File: config.mk
export PLATFORM = sky130hd
export DESIGN_NAME = mem_arbiter
export DESIGN_NICKNAME = d
export VERILOG_FILES = /design/src/rtl/mem_arb_pkg.sv /design/src/rtl/mem_arb_prio.sv /design/src/rtl/mem_arbiter.sv
export SDC_FILE = /design/constraint.sdc
export NUM_CORES = 1
export LEC_CHECK = 0
export CORE_MARGIN = 8
export CORE_UTILIZATION = 37
export DETAILED_ROUTE_END_ITERATION = 12
export PLACE_DENSITY = 0.95
export SLEW_MARGIN = 20
export SYNTH_ARGS = -nofsm -noshare
export SYNTH_HDL_FRONTEND = slang
export SYNTH_SLANG_ARGS = --single-unit
File: constraint.sdc
create_clock -name clk -period 3.6 [get_ports clk]
set_input_delay 0.9 -clock clk [delete_from_list [all_inputs] [get_ports clk]]
set_output_delay 0.9 -clock clk [all_outputs]
set_load 0.02 [all_outputs]
File: src/rtl/mem_arb_pkg.sv
// Shared types and widths for the IF/LS memory arbiter.
package mem_arb_pkg;

    localparam int ADDR_W = 8;
    localparam int DATA_W = 8;

    typedef enum logic [1:0] {
        OWN_NONE = 2'd0,
        OWN_IF   = 2'd1,
        OWN_LS   = 2'd2
    } owner_t;

endpackage

File: src/rtl/mem_arb_prio.sv
// Grant decision between fetch and load/store; LS wins unless the optional
// anti-starvation counter (MEM_ARB_FAIRNESS_EN) forces a fetch grant.
module mem_arb_prio #(
    parameter int STARVE_LIMIT = 4
) (
    input  logic clk,
    input  logic async_rst_n,
    input  logic if_req,
    input  logic ls_req,
    input  logic flush,
    output logic if_gnt,
    output logic ls_gnt
);

    logic forceIf;

`ifdef MEM_ARB_FAIRNESS_EN
    logic [3:0] starveCnt_q;
    logic [3:0] starveCnt_d;

    assign forceIf = if_req && !flush && (starveCnt_q == 4'(STARVE_LIMIT));

    // Saturates at the limit so a flush-blocked forced cycle is retried next cycle.
    always_comb begin
        starveCnt_d = starveCnt_q;
        if (if_gnt || !if_req) begin
            starveCnt_d = 4'd0;
        end else if (ls_gnt && (starveCnt_q != 4'(STARVE_LIMIT))) begin
            starveCnt_d = starveCnt_q + 4'd1;
        end
    end

    always_ff @(posedge clk or negedge async_rst_n) begin
        if (!async_rst_n) begin
            starveCnt_q <= 4'd0;
        end else begin
            starveCnt_q <= starveCnt_d;
        end
    end
`else
    logic unusedPrio;

    assign forceIf    = 1'b0;
    assign unusedPrio = ^{clk, 4'(STARVE_LIMIT)};
`endif

    assign ls_gnt = async_rst_n && ls_req && !forceIf;
    assign if_gnt = async_rst_n && if_req && !flush && !ls_gnt;

endmodule

File: src/rtl/mem_arbiter.sv
// Shares the single-port RAM between fetch and load/store; registers the RAM
// command and steers read data back by owner. Fairness via MEM_ARB_FAIRNESS_EN.
module mem_arbiter
    import mem_arb_pkg::*;
#(
    parameter int STARVE_LIMIT = 4
) (
    input  logic              clk,
    input  logic              async_rst_n,
    input  logic              if_req,
    input  logic [ADDR_W-1:0] if_addr,
    output logic              if_gnt,
    output logic              if_rvalid,
    output logic [DATA_W-1:0] if_rdata,
    input  logic              flush,
    input  logic              ls_req,
    input  logic              ls_we,
    input  logic [ADDR_W-1:0] ls_addr,
    input  logic [DATA_W-1:0] ls_wdata,
    output logic              ls_gnt,
    output logic              ls_rvalid,
    output logic [DATA_W-1:0] ls_rdata,
    output logic              mem_re,
    output logic              mem_we,
    output logic [ADDR_W-1:0] mem_addr,
    output logic [DATA_W-1:0] mem_wdata,
    input  logic [DATA_W-1:0] mem_rdata
);

    logic              memRe_q,    memRe_d;
    logic              memWe_q,    memWe_d;
    logic [ADDR_W-1:0] memAddr_q,  memAddr_d;
    logic [DATA_W-1:0] memWdata_q, memWdata_d;
    owner_t            stage0_q,   stage0_d;
    owner_t            stage1_q,   stage1_d;

    mem_arb_prio #(
        .STARVE_LIMIT (STARVE_LIMIT)
    ) u_prio (
        .clk         (clk),
        .async_rst_n (async_rst_n),
        .if_req      (if_req),
        .ls_req      (ls_req),
        .flush       (flush),
        .if_gnt      (if_gnt),
        .ls_gnt      (ls_gnt)
    );

    // Stores never enter the owner pipeline; a flush kills a fetch read in stage0.
    always_comb begin
        memRe_d    = 1'b0;
        memWe_d    = 1'b0;
        memAddr_d  = memAddr_q;
        memWdata_d = memWdata_q;
        stage0_d   = OWN_NONE;
        if (ls_gnt) begin
            memAddr_d = ls_addr;
            if (ls_we) begin
                memWe_d    = 1'b1;
                memWdata_d = ls_wdata;
            end else begin
                memRe_d  = 1'b1;
                stage0_d = OWN_LS;
            end
        end else if (if_gnt) begin
            memRe_d   = 1'b1;
            memAddr_d = if_addr;
            stage0_d  = OWN_IF;
        end
        stage1_d = (flush && (stage0_q == OWN_IF)) ? OWN_NONE : stage0_q;
    end

    always_ff @(posedge clk or negedge async_rst_n) begin
        if (!async_rst_n) begin
            memRe_q    <= 1'b0;
            memWe_q    <= 1'b0;
            memAddr_q  <= '0;
            memWdata_q <= '0;
            stage0_q   <= OWN_NONE;
            stage1_q   <= OWN_NONE;
        end else begin
            memRe_q    <= memRe_d;
            memWe_q    <= memWe_d;
            memAddr_q  <= memAddr_d;
            memWdata_q <= memWdata_d;
            stage0_q   <= stage0_d;
            stage1_q   <= stage1_d;
        end
    end

    assign mem_re    = memRe_q;
    assign mem_we    = memWe_q;
    assign mem_addr  = memAddr_q;
    assign mem_wdata = memWdata_q;

    // A flush arriving in the response cycle still suppresses the fetch data.
    assign if_rvalid = (stage1_q == OWN_IF) && !flush;
    assign ls_rvalid = (stage1_q == OWN_LS);
    assign if_rdata  = if_rvalid ? mem_rdata : '0;
    assign ls_rdata  = ls_rvalid ? mem_rdata : '0;

endmodule

==> flow_summary.toml, run 1 <==
[cells_and_area]
diodes = 0
syn2layout_area_growth_pct = 77.1
final.fill_count = 208
drive_gt1_share_pct = 21.3
final_util_pct = 68.2
register_area_sq_um = 551
final_nets = 195
multi_input_area_sq_um = 477

[power_and_ir_drop]
finalPower_uw = 647
cellLeakagePower_uw = 0.000806
worst_ir_drop_vdd_mv = 0.300
power_density_nw_per_um2 = 347

[grt]
grt_max_degree = 24
grt_pass1_vias = 998
antenna_found_initial = 0
grt_pass1_wl_um = 5190
overflow = 0
track_usage_pct = 12.9

[sta]
fmax_mhz = 296
final_max_slew_viol_count = 0
finalSetupTns_ns = 0
worst_pin_slew_ns = 0.523
grt_setup_unrepaired = "false"
min_period_ns = 3.38
setup_viol = 0
skew_ns = 0.00928
min_period_over_period_pct = 93.9
hold_viol = 0
max_slew_margin_pct = 65.1

[drt]
dr.pass1.iters = 3
ant_nets = 0
first_iter_violations = 7
vias = 891
wire_per_inst_um = 16.9
drc = 0
vias_per_cell = 4.79
wirelength_um = 3150

[placed_design]
gp_congestion = 0.835
io_buffers = 75
hpwl_um = 2720

[critical_path]
setup.worst_path.end_class = "output port"
r2r_slack_ns = 2.83
crit_required_ns = 2.70
critPathSlowestCell = "clkdlybuf4s50_1"
cp_cell_sequence = "clkdlybuf4s50_1 > nor3b_1 > buf_4 > and2_1 > clkdlybuf4s50_1"
critical_path_class = "in -> out"
cpMostUsedCell = "clkdlybuf4s50_1"
cp-start-kind = "input pin"
r2r_end = "mem_addr[6]"
timing.rr.start = "mem_addr[6]"
worstPathMaxFanout = 9
reg2reg_depth = 1
path_buf_inv = 3
cp_data_arrival_time_ns = 2.48
path_delay_family = "buffers and inverters"
slowest_delay_ns = 0.61

[clock_network]
clock_path_buffers = 2
cts_tree = "yes"
cts_sinks = 22
postCtsResizedCells = 0
clkSlewWorstSetupHoldPaths_ns = 0.11
cts_setup_buffers = 0
htreeDepth = 1
clockRootBuffer = "clkbuf_4"
holdBufCountCts = 0
cts_buffers = 3
clk_latency_ns = 0.29

[logic_synthesis]
yosysWarnings = 0
synth_fp_nets = 116
syn-cell-area_sq_um = 1050
synth-seq-area-share_pct = 52.3
syn_avg_cell_area_sq_um = 13.5
syn_inst = 78
yosysUniqueCellTypes = 16
ys_ff_latch = 22

[die]
coreArea_sq_um = 2730
die_h_um = 69.4
start_util_pct = 38.5
die_w_um = 69.4
io_pins = 76
fp.dieArea_sq_um = 4810
row_count = 19

[job]
drv_cap = 0

[min_path]
hp-start = "stage0_q[1]"
hold_end = "stage1_q[1]"
min_path_cells = 0
hold_class = "reg -> reg"

[run_status]
status = "complete, no violations"
layout make-up:
| class | instances | share of cell area (%) |
|---|---|---|
| Sequential cell | 22 | 29.5 |
| Inverter | 3 | 0.604 |
| Multi-Input combinational cell | 50 | 25.6 |
| Timing Repair Buffer | 77 | 41.0 |
| Clock buffer | 3 | 1.21 |
| Tap cell | 31 | 2.08 |
flip-flops by register name, indices dropped and copies added, names as in the netlist:
register	flops
mem_addr	8
mem_re	1
mem_wdata	8
mem_we	1
stage0_q	2
stage1_q	2
routing by layer:
metal  share of wire (%)  track usage [%]
met5                   0                0
met1                  36             13.2
met2                  53             23.3
met3                  11             6.01
met4                0.73             2.96
per-stage QoR:
step	instances	setup slack (ns)	area, sq um	hold WS, ns
after global routing	186	0.0858	1870	0.416
final	186	0.221	1870	0.390
after CTS	186	0.194	1870	0.398
after floorplan	78	0.661	1050	0.429
after detailed placement	183	0.204	1840	0.370
after global placement	183	0.286	1840	0.362
Yosys cell counts:
library cell	n	area share [%]
a21boi_0	1	0.71
and2_1	16	9.5
and3b_2	1	0.95
buf_4	1	0.71
clkbuf_1	2	0.71
dfrtp_1	22	52
inv_1	3	1.1
mux2_2	16	17
mux2_4	8	11
nand2_4	1	1.1
nand3_2	1	0.95
nor2_1	1	0.36
nor2b_1	2	1.2
nor3b_1	1	0.71
o21a_1	1	0.71
or2_2	1	0.59
placed cells by master, fill, tap and decap left out:
| cell type | n |
|---|---|
| and2_1 | 16 |
| mux2_4 | 8 |
| dfrtp_1 | 22 |
| nor2b_1 | 2 |
| nor2_1 | 1 |
| and3b_2 | 1 |
| mux2_2 | 16 |
| nor3b_1 | 1 |
| buf_4 | 2 |
| inv_1 | 3 |
| a21boi_0 | 1 |
| nand2_4 | 1 |
| or2_2 | 1 |
| o21a_1 | 1 |
| nand3_2 | 1 |
| clkdlybuf4s50_1 | 75 |
| clkbuf_4 | 3 |
kinds of logic (layout without fill, tap and decap cells):
logic type	count (synthesis)	after routing	synth area share, %
buffers and inverters	6	83	2.49
AO/OA/AOI/OAI	2	2	1.43
flip-flops	22	22	52.3
AND/OR/NAND/NOR	24	24	15.3
multiplexers	24	24	28.5
how the worst max path moves through the flow:
stage          start          end  slack [ns]  cells past startpoint
6_report       flush  if_rdata[4]        0.22                      5
5_1_grt        flush  if_rdata[0]        0.09                      5
4_1_cts        flush  if_rdata[0]        0.19                      5
3_5_place_dp   flush  if_rdata[0]        0.20                      5
3_3_place_gp   flush  if_rdata[3]        0.29                      5
2_1_floorplan  flush  if_rdata[0]        0.66                      2
power by group:
part | internal, uW | leakage, uW | total, uW | switching, uW
Combinational | 145 | 0.000522 | 244 | 99.0
Sequential | 282 | 0.000269 | 300 | 17.8
Clock | 38.8 | 0.0000138 | 103 | 64.6
No activity file was read; power rests on OpenSTA's default activity.
==> run 2, diff against run 1 <==
- CELL_PAD_IN_SITES_DETAIL_PLACEMENT: default -> 1
- CELL_PAD_IN_SITES_GLOBAL_PLACEMENT: default -> 1
- CORE_UTILIZATION: 37 -> 27
==> flow_summary.toml, run 2 (same netlist as run 1, synthesis figures left out) <==
[clock_network]
cts_setup_buffers = 0
clkSlewWorstSetupHoldPaths_ns = 0.08
clockRootBuffer = "clkbuf_8"
clk_latency_ns = 0.26
clock_path_buffers = 2
htreeDepth = 1
cts_tree = "yes"
holdBufCountCts = 0
cts_buffers = 3
cts_sinks = 22
postCtsResizedCells = 0

[critical_path]
path_delay_family = "buffers and inverters"
worstPathMaxFanout = 9
cpMostUsedCell = "clkdlybuf4s50_1"
r2r_end = "mem_addr[5]"
r2r_slack_ns = 2.82
setup.worst_path.end_class = "output port"
slowest_delay_ns = 0.62
critical_path_class = "in -> out"
cp_data_arrival_time_ns = 2.51
critPathSlowestCell = "clkdlybuf4s50_1"
path_buf_inv = 3
crit_required_ns = 2.70
timing.rr.start = "mem_addr[5]"
cp_cell_sequence = "clkdlybuf4s50_1 > nor3b_1 > buf_4 > and2_1 > clkdlybuf4s50_1"
reg2reg_depth = 1
cp-start-kind = "input pin"

[placed_design]
io_buffers = 75
dpl.cell_count = 200
placed_area_sq_um = 1860
gp_congestion = 0.855
hpwl_um = 3050

[drt]
vias_per_cell = 4.42
ant_nets = 0
wirelength_um = 3520
first_iter_violations = 14
vias = 901
dr.pass1.iters = 3
wire_per_inst_um = 17.2
drc = 0

[cells_and_area]
final_nets = 195
final_area_sq_um = 1940
layout_commonest_cell = "clkdlybuf4s50_1"
stdcell_count = 204
diodes = 0
final.fill_count = 403
syn2layout_area_growth_pct = 83.7
drive_gt1_share_pct = 21.8
final_cell_mix = "clkdlybuf4s50_1 (75), dfrtp_1 (22), and2_1 (16), mux2_2 (16), mux2_4 (8)"

[grt]
grt_pass1_wl_um = 5460
grt_max_degree = 22
overflow = 0
antenna_found_initial = 0
track_usage_pct = 11.1
grt_pass1_vias = 1102

[power_and_ir_drop]
finalPower_uw = 773
cellLeakagePower_uw = 0.000827
worst_ir_drop_vdd_mv = 0.174
power_density_nw_per_um2 = 399

[die]
row_count = 22
die_h_um = 78.5
coreArea_sq_um = 3720
fp.dieArea_sq_um = 6160
start_util_pct = 28.4
die_w_um = 78.5
io_pins = 76

[sta]
skew_ns = 0.000229
fmax_mhz = 293
min_period_ns = 3.41
hold_viol = 0
grt_setup_unrepaired = "false"
min_period_over_period_pct = 94.8
finalSetupTns_ns = 0
worst_pin_slew_ns = 0.507
final_max_slew_viol_count = 0
max_slew_margin_pct = 66.2
hold_ws_ns = 0.388
setup_viol = 0

[min_path]
hold_end = "stage1_q[1]"
hold_class = "reg -> reg"
hp-start = "stage0_q[1]"
min_path_cells = 0

[run_status]
status = "complete, no violations"

[job]
drv_cap = 0
-- run 2: cell count changes in the layout (fill, tap and decap cells not counted), sizes merged --
cell,previous run,this run
bufinv,0,1
-- run 2: power by group --
| part | leakage (uW) | internal (uW) | switching (uW) | total, uW |
|---|---|---|---|---|
| registers | 0.000269 | 282 | 18.2 | 300 |
| logic | 0.000522 | 144 | 101 | 245 |
| clock network | 0.0000357 | 148 | 79.1 | 227 |
-- run 2: layout make-up --
| type | count | area, sq um | share of cell area [%] |
|---|---|---|---|
| sequential | 22 | 551 | 28.4 |
| clock buffer | 3 | 41.3 | 2.13 |
| timing repair buffer | 77 | 766 | 39.6 |
| tap | 48 | 60.1 | 3.10 |
| clock inverter | 1 | 30.0 | 1.55 |
| multi-input combinational | 50 | 477 | 24.6 |
| inverter | 3 | 11.3 | 0.582 |
-- run 2: worst max-delay path by stage --
| stage | startpoint | end | slack, ns | cells after the start |
|---|---|---|---|---|
| floorplan | flush | if_rdata[0] | 0.66 | 2 |
| finish | flush | if_rdata[2] | 0.19 | 5 |
| detailed placement | flush | if_rdata[2] | 0.17 | 5 |
| global route | flush | if_rdata[2] | 0.11 | 5 |
| CTS | flush | if_rdata[2] | 0.16 | 5 |
| global placement | flush | if_rdata[0] | 0.26 | 5 |
-- run 2: metal layers --
metal  GRT usage [%]  routed length, um
met5               0                  0
met2            21.1               1910
met4            1.67                 12
met3            4.10                282
met1            11.4               1310
-- run 2: metrics by stage --
step           utilization, %  setup slack, ns
2_1_floorplan               -            0.661
3_3_place_gp             50.2            0.260
3_5_place_dp             50.2            0.165
4_1_cts                  52.1            0.162
5_1_grt                  52.1            0.107
6_report                 52.1            0.187
